--- src/rtl/alien_fire_scheduler.sv ---
// Alien return-fire scheduler: round-robin column pick, lowest free bullet slot, frame cooldown.
// Optional ALIEN_FIRE_LFSR_EN: LFSR-derived round-robin start point instead of rr_ptr.
module alien_fire_scheduler #(
  parameter int unsigned NUM_COLS  = 11,
  parameter int unsigned NUM_SLOTS = 3,
  parameter int unsigned COOLDOWN  = 32
) (
  input  logic                 frame_clk,
  input  logic                 Reset,
  input  logic                 enable,
  input  logic [NUM_COLS-1:0]  col_alive,
  input  logic [NUM_SLOTS-1:0] slot_busy,
  output logic [NUM_SLOTS-1:0] fire,
  output logic [3:0]           fire_col,
  output logic                 cooldown_active
);

  localparam int unsigned CW = (NUM_COLS > 1) ? $clog2(NUM_COLS) : 1;
  localparam int unsigned SW = (NUM_SLOTS > 1) ? $clog2(NUM_SLOTS) : 1;

  typedef enum logic [1:0] {
    ST_IDLE,
    ST_SELECT,
    ST_COOLDOWN
  } state_t;

  state_t               state_q, state_d;
  logic [CW-1:0]        rr_ptr_q, rr_ptr_d;
  logic [7:0]           cnt_q, cnt_d;
  logic [CW-1:0]        sel_col_q, sel_col_d;
  logic [SW-1:0]        sel_slot_q, sel_slot_d;
  logic [NUM_SLOTS-1:0] fire_q, fire_d;
  logic [3:0]           fire_col_q, fire_col_d;
  logic                 cd_active_q, cd_active_d;

  logic [CW-1:0]        start_col;
  logic [CW-1:0]        found_col;
  logic [SW-1:0]        found_slot;
  logic                 col_found;
  logic                 slot_found;
  logic [CW:0]          scan_idx;

`ifdef ALIEN_FIRE_LFSR_EN
  logic [7:0] lfsr_q;

  always_ff @(posedge frame_clk) begin
    if (Reset) begin
      lfsr_q <= 8'hA5;
    end else begin
      lfsr_q <= {lfsr_q[6:0], lfsr_q[7] ^ lfsr_q[5] ^ lfsr_q[4] ^ lfsr_q[3]};
    end
  end

  always_comb begin
    start_col = '0;
    if (32'(lfsr_q[3:0]) < NUM_COLS) begin
      start_col = CW'(lfsr_q[3:0]);
    end
  end
`else
  assign start_col = rr_ptr_q;
`endif

  // Wrapping upward scan from start_col; first living column wins.
  always_comb begin
    found_col = '0;
    col_found = 1'b0;
    scan_idx  = '0;
    for (int unsigned k = 0; k < NUM_COLS; k++) begin
      scan_idx = {1'b0, start_col} + (CW+1)'(k);
      if (scan_idx >= (CW+1)'(NUM_COLS)) begin
        scan_idx = scan_idx - (CW+1)'(NUM_COLS);
      end
      if (!col_found && col_alive[scan_idx[CW-1:0]]) begin
        found_col = scan_idx[CW-1:0];
        col_found = 1'b1;
      end
    end
  end

  always_comb begin
    found_slot = '0;
    slot_found = 1'b0;
    for (int unsigned j = 0; j < NUM_SLOTS; j++) begin
      if (!slot_found && !slot_busy[j]) begin
        found_slot = SW'(j);
        slot_found = 1'b1;
      end
    end
  end

  always_comb begin
    state_d    = state_q;
    rr_ptr_d   = rr_ptr_q;
    cnt_d      = cnt_q;
    sel_col_d  = sel_col_q;
    sel_slot_d = sel_slot_q;
    fire_d     = '0;
    fire_col_d = fire_col_q;
    unique case (state_q)
      ST_IDLE: begin
        if (enable && col_found && slot_found) begin
          sel_col_d  = found_col;
          sel_slot_d = found_slot;
          state_d    = ST_SELECT;
        end
      end
      ST_SELECT: begin
        if (enable && col_alive[sel_col_q] && !slot_busy[sel_slot_q]) begin
          fire_d[sel_slot_q] = 1'b1;
          fire_col_d         = 4'(sel_col_q);
          rr_ptr_d           = (32'(sel_col_q) == NUM_COLS - 1) ? '0 : sel_col_q + 1'b1;
          cnt_d              = 8'(COOLDOWN - 1);
          state_d            = ST_COOLDOWN;
        end else begin
          state_d = ST_IDLE;
        end
      end
      ST_COOLDOWN: begin
        if (cnt_q == '0) begin
          state_d = ST_IDLE;
        end else begin
          cnt_d = cnt_q - 1'b1;
        end
      end
      default: state_d = ST_IDLE;
    endcase
    cd_active_d = (state_d == ST_COOLDOWN);
  end

  always_ff @(posedge frame_clk) begin
    if (Reset) begin
      state_q     <= ST_IDLE;
      rr_ptr_q    <= '0;
      cnt_q       <= '0;
      sel_col_q   <= '0;
      sel_slot_q  <= '0;
      fire_q      <= '0;
      fire_col_q  <= '0;
      cd_active_q <= 1'b0;
    end else begin
      state_q     <= state_d;
      rr_ptr_q    <= rr_ptr_d;
      cnt_q       <= cnt_d;
      sel_col_q   <= sel_col_d;
      sel_slot_q  <= sel_slot_d;
      fire_q      <= fire_d;
      fire_col_q  <= fire_col_d;
      cd_active_q <= cd_active_d;
    end
  end

  assign fire            = fire_q;
  assign fire_col        = fire_col_q;
  assign cooldown_active = cd_active_q;

endmodule

--- config.mk ---
export PLATFORM = sky130hd
export DESIGN_NAME = alien_fire_scheduler
export DESIGN_NICKNAME = d
export VERILOG_FILES = /design/src/rtl/alien_fire_scheduler.sv
export SDC_FILE = /design/constraint.sdc
export NUM_CORES = 1
export LEC_CHECK = 0
export ABC_AREA = 1
export CAP_MARGIN = 30
export CORE_ASPECT_RATIO = 0.9
export CORE_MARGIN = 4
export CORE_UTILIZATION = 23
export CTS_BUF_LIST = sky130_fd_sc_hd__clkbuf_4 sky130_fd_sc_hd__clkbuf_8 sky130_fd_sc_hd__clkbuf_16
export DETAILED_ROUTE_END_ITERATION = 12
export PLACE_DENSITY = 0.49
export SYNTH_ARGS = -nofsm -noshare
export SYNTH_HDL_FRONTEND = slang
export SYNTH_SLANG_ARGS = --single-unit
--- constraint.sdc ---
create_clock -name frame_clk -period 3.3 [get_ports frame_clk]
set_clock_uncertainty 0.15 [all_clocks]
set_input_delay 0.99 -clock frame_clk [delete_from_list [all_inputs] [get_ports frame_clk]]
set_output_delay 0.99 -clock frame_clk [all_outputs]
set_load 0.02 [all_outputs]
## Yosys cells after proc, flatten, opt, wreduce, memory -nomap -nowiden

Index checks and enable logic that the tools add are counted.

| operators by class | value |
|---|---|
| $lt $le $gt $ge | 25 |
| eq/ne operators | 6 |
| $add $sub $neg | 23 |
| mux-type cells | 74 |
| bitwise gates (word level) | 2 |
| reduce and logical (&&, ||, !) cells | 38 |

Operator list:

| kind | count |
|---|---|
| 4-bit 2-to-1 mux | 23 |
| 4-bit by 5-bit less-than comparator with 1-bit output (second input constant) | 12 |
| 5-bit by 4-bit >= comparator with 1-bit output (second input constant) | 10 |
| 1-bit binary-select mux with 4-bit select | 12 |
| 4-bit subtractor (second input constant) | 11 |
| 1-bit 2-to-1 mux | 29 |
| 4-bit by 3-bit adder with 5-bit output (second input constant) | 4 |
| 1-bit logical AND | 17 |
| 8-bit 2-to-1 mux | 2 |
| 8-bit case mux with 2 select lines | 1 |
| 4-bit by 4-bit adder with 5-bit output (second input constant) | 3 |
| 1-bit logical NOT | 14 |
| 4-bit by 2-bit adder with 5-bit output (second input constant) | 2 |
| 8-bit logical NOT | 1 |
| 2-bit 2-to-1 mux | 4 |
| 8-bit by 1-bit subtractor with 8-bit output (second input constant) | 1 |
| 2-bit case mux with 3 select lines | 1 |
| 4-bit by 1-bit adder with 5-bit output (second input constant) | 1 |
| 4-bit by 1-bit adder with 4-bit output (second input constant) | 1 |
| 2-bit equality test (second input constant) | 2 |
| 4-bit equality test (second input constant) | 1 |
| 4-bit >= comparator (second input constant) | 1 |
| 2-bit inequality test (second input constant) | 2 |
| 2-bit AND reduction | 2 |
| 10 further kinds | 11 |

| word-level totals | value |
|---|---|
| logic and storage cells | 176 |
| bits in registers | 28 |
| input bits | 17 |

## Longest topological paths before layout

| depth | value |
|---|---|
| word-level depth | 40 |
| mapped depth | 27 |
| depth with buffers taken out | 25 |

## Least setup slack after synthesis

Ideal clock, no wire load.

| timing path | value |
|---|---|
| kind | reg-to-reg |
| from | register rr_ptr_q[0] |
| to | register state_q[0] |
| slack | -76 ps |
| setup time | 129 ps |
| arrival time | 3,097 ps |
| stages on the path, launching flop included | 25 |
| clock period less this slack | 3,376 ps |
| cell sequence | dfxtp_1 > inv_2 > buf_4 > buf_2 > ha_1 > nand2_2 > nand3_2 > nand2_4 > nand2_8 > nand2_2 > nand2_1 > nand2_1 > nand2_1 > nor2_2 > nor2_2 > nor2_4 > nand3_4 > nor2_4 > nand4_4 > nor2_4 > nand4_2 > nand4_2 > nand2_1 > nand2_1 > nor2_1 |

| between the ends | value |
|---|---|
| cells in the longest elaborated chain, start to end | 39 |
| elaborated cells between the ends (all ways) | 100 |
| classes of those cells | add/sub: 21; order compare: 11; mux: 46; reduce/logical: 22 |

RTL lines:

| element | RTL line | text |
|---|---|---|
| start: declaration | 28 | `logic [CW-1:0] rr_ptr_q, rr_ptr_d;` |
| start signal: assignment | 143 | `rr_ptr_q <= rr_ptr_d;` |
| parallel branches: the longest is 34 deep, another holds 4-bit by 1-bit adder with 5-bit output | n/a |  |
| 1-bit 2-to-1 mux (*) | 74 | `if (!col_found && col_alive[scan_idx[CW-1:0]]) begin` |
| 1-bit logical AND (*) (2 in a row) | 102 | `if (enable && col_found && slot_found) begin` |
| 2-bit 2-to-1 mux (*) | 102 |  |
| 2-bit case mux with 3 select lines (*) | 100 | `unique case (state_q)` |
| end signal: assignment | 142 | `state_q <= state_d;` |
| end: declaration | 27 | `state_t state_q, state_d;` |

Every way passes the cells marked *. The select of a mux whose other input is x is not followed.
A chain may end at the register's enable or synchronous reset.

## Worst setup path in the final report

| timing path | value |
|---|---|
| from | input port col_alive[7] |
| to | register sel_slot_q[1] |

| between the ends | value |
|---|---|
| cells in the longest elaborated chain, start to end | 36 |
| elaborated cells between the ends (all ways) | 56 |
| classes of those cells | mux: 33; reduce/logical: 23 |

RTL lines:

| element | RTL line | text |
|---|---|---|
| start: declaration | 11 | `input logic [NUM_COLS-1:0] col_alive,` |
| 1-bit binary-select mux with 4-bit select | 74 |  |
| 1-bit 2-to-1 mux (not written as such) | 74 |  |
| 1-bit 2-to-1 mux | 74 |  |
| 1-bit logical NOT | 74 |  |
| 1-bit logical AND | 74 |  |
| 1-bit 2-to-1 mux | 74 |  |
| 1-bit logical NOT | 74 |  |
| 1-bit logical AND | 74 |  |
| [... 19 more ...] | n/a |  |
| 1-bit logical NOT | 74 |  |
| 1-bit logical AND | 74 |  |
| 1-bit 2-to-1 mux | 74 |  |
| 1-bit logical NOT | 74 |  |
| 1-bit logical AND | 74 |  |
| 1-bit 2-to-1 mux (*) | 74 |  |
| 1-bit logical AND (*) (2 in a row) | 102 |  |
| 2-bit AND reduction (no source line) (*) | n/a |  |
| end signal: assignment | 146 | `sel_slot_q <= sel_slot_d;` |
| end: declaration | 31 | `logic [SW-1:0] sel_slot_q, sel_slot_d;` |

Every way passes the cells marked *; elsewhere a longest branch is shown, timed or not. The select of a mux whose other input is x is not followed.

==> results.ini <==
[synth]
synth_cells = 808
synth-edff-count = 0
ys_top_cells_by_area = nand2_1, dfxtp_1, nand3_1
yosysSeqAreaShare = 0.122
yosys_register_bits = 28
yosys_warnings = 0
synth_flop_cell = dfxtp_1
syn_area_mm2 = 0.00458
yosysUniqueCellTypes = 51
synth_top_area_share = 0.197
async_reset_ff_frac = 0
synth_common_cells = nand2_1, nand3_1, inv_1, nor2_1, o21ai_0
syn-num-nets = 847
yosysMostFrequentCell = nand2_1
synth_top_area_cell = nand2_1
syn-mean-instance-area_um2 = 5.67

[cells_and_area]
drive_above_1_share = 0.327
utilization = 0.358
n_antenna_cell = 0
synthToLayoutAreaGrowth_pct = 51.8
fin_cells = 1251
nets = 1041

[worst_setup_path]
r2r_cells = 21
startpoint_type = primary input
worstPathArrival_ps = 3370
ff2ff_setup_slack_ps = -10
cp-startpoint = col_alive[7]
r2r_start = rr_ptr_q[1]
worstSetupEndpointType = flop
required_ps = 3350
endpoint = sel_slot_q[1]
critPathKind = primary input to flop
r2r_end = sel_slot_q[1]
path_max_fanout = 4

[placed_design]
io_buffer_count = 24
pre_cts_slack_ps = -279
dp_hpwl_um = 15000
gp_congestion = 0.957
place_inst = 1236

[grt]
grt_max_degree = 17
overflow = 0
grt_pass1_wl_um = 28900
grtUsageTotal = 0.159
grt_pass1_vias = 5451
antenna_found_initial = 0

[pwr]
leakage_nw = 3.42
combPwrFrac = 0.697
sw_frac_of_total = 0.470
internal-power_mw = 1.25
switching_power_mw = 1.10
seqPwrFrac = 0.173
pwr-share-clk = 0.130
ir_drop_mv = 0.164
pwr_density_cell_mw_per_mm2 = 338

[route]
routed_wl_um = 18300
wl_met3_um = 1090
firstDrtPassIters = 5
met1_length_um = 8980
wire_per_inst_um = 14.6
drt_iter0_markers = 456
wl_met2_um = 7840
maxUsedRoutingLayer = met4
drc = 0
ant_nets = 0
vias = 5884
vias_per_cell = 4.70

[sta]
fin_crit_ps = 3320
drv_slew = 0
finalWorstSetupSlack_ps = -19.0
worstMarginPinSlew_ps = 620
maxSlewHeadroom = 0.582
whs_ps = 321
hold_viol_final = 0
finalCritPeriodShare = 1.01
setup_viol = 1
fmax_ghz = 0.301
rsz0062_at_grt = true
tns_ps = -19.0

[cts]
cts_tree = yes
clkTransAtPathRegs_ps = 70
clock-sinks = 28
clock_latency_ps = 260
htreeDepth = 1
cts_buffer_depth = 2
cts-root-buf = clkbuf_16
cts-buffers-inserted = 3

[floorplan]
chipWidth_um = 157
core_mm2 = 0.0194
start_util = 0.236
die_y_um = 142
die-area_mm2 = 0.0222
num_rows = 48
io_pins = 25

[hold_path]
hold_path_depth = 1
hp-class = flop to flop

[run]
maxCapViolCount = 0

[outcome]
violations = setup timing
status = complete, but fails checks

## flip-flops by register name, summed over array words and instances, names as in the netlist
| register | flops |
|---|---|
| state_q | 2 |
| cooldown_active | 1 |
| rr_ptr_q | 4 |
| sel_col_q | 4 |
| cnt_q | 8 |
| fire_col | 4 |
| sel_slot_q | 2 |
| fire | 3 |
## worst min path at each step
stage,startpoint,to
floorplan,cnt_q[0],cnt_q[0]
global placement,cnt_q[0],cnt_q[0]
CTS,cnt_q[0],cnt_q[0]
finish,cnt_q[0],cnt_q[0]
detailed placement,cnt_q[0],cnt_q[0]
global route,fire_col[0],fire_col[0]
## power by group through the flow
stage                     clock network (mW)  registers [mW]  logic, mW
after floorplan                            0           0.403      0.853
after global placement                     0           0.412       1.50
after detailed placement                   0           0.410       1.50
after CTS                              0.315           0.404       1.53
after global routing                   0.332           0.411       1.80
final                                  0.306           0.406       1.64
## layout by cell type, fill, tap and decap left out, drive strengths merged
| cell | synthesis | final |
|---|---|---|
| nand2 | 274 | 274 |
| buf | 10 | 181 |
| nand3 | 107 | 107 |
| inv | 105 | 106 |
| nor2 | 68 | 68 |
| o21ai | 64 | 64 |
| a21oi | 34 | 34 |
| dfxtp | 28 | 28 |
| o211ai | 23 | 23 |
| clkdlybuf4s50 | 0 | 22 |
| ha | 22 | 22 |
| nand4 | 17 | 18 |
| nor3 | 13 | 13 |
| xor2 | 10 | 10 |
| a31oi | 4 | 4 |
| clkbuf | 7 | 4 |
| nor4 | 3 | 3 |
| a211oi | 2 | 2 |
| dlymetal6s2s | 0 | 2 |
| xnor2 | 2 | 2 |
| a21boi | 2 | 2 |
| o21a | 2 | 2 |
| o31ai | 2 | 2 |
| and2 | 1 | 1 |
| a31o | 1 | 1 |
| o22ai | 1 | 1 |
| a22oi | 1 | 1 |
| a21o | 1 | 1 |
| o221ai | 1 | 1 |
| o2111ai | 1 | 1 |
| nor4b | 1 | 1 |
## critical path, cell delays in order
cell and delay (ps):
clkdlybuf4s50_1 500, buf_4 220, a21oi_1 160, o21ai_1 100
nand2_1 90, nand2_2 90, inv_2 80, nand3_4 90
nor2_4 160, nand4_4 140, nor2_4 170, nand4_4 160
buf_4 180, nand3_1 60, nand2_1 50, a21oi_1 110
## final cells by class
cell class,instances,area [µm²]
Sequential cell,28,576
Tap cell,250,313
Timing Repair Buffer,205,1660
Fill cell,2122,12400
Multi-Input combinational cell,658,3910
Clock buffer,4,88.8
Inverter,106,415
## repair_timing
item                       in CTS  in global routing
gates resized for setup        31                 80
pin swaps                       5                 37
setup endpoints to repair       9                 15
hold buffers                    0                  0
buffers inserted                0                 10
cloned                          0                  1
## cells by family after synthesis
family,share of synthesized area
buffers and inverters,0.112
and+or+nand+nor,0.494
adders and majority gates,0.0601
xor gates and xnor gates,0.0270
AOI/OAI and AO/OA,0.184
DFF,0.122
## metal layers
metal  up-vias  GRT usage
met5         -          0
met2       178      0.241
li1       3067          -
met3        24     0.0250
met4         0     0.0411
met1      2615      0.235
## per-stage QoR
step           area, µm²  power, mW
6_report            6950       2.35
3_5_place_dp        6350       1.91
4_1_cts             6570       2.25
2_1_floorplan       4580       1.26
5_1_grt             6950       2.54
3_3_place_gp        6350       1.91
Note: power is estimated with default switching activity, not from simulation.
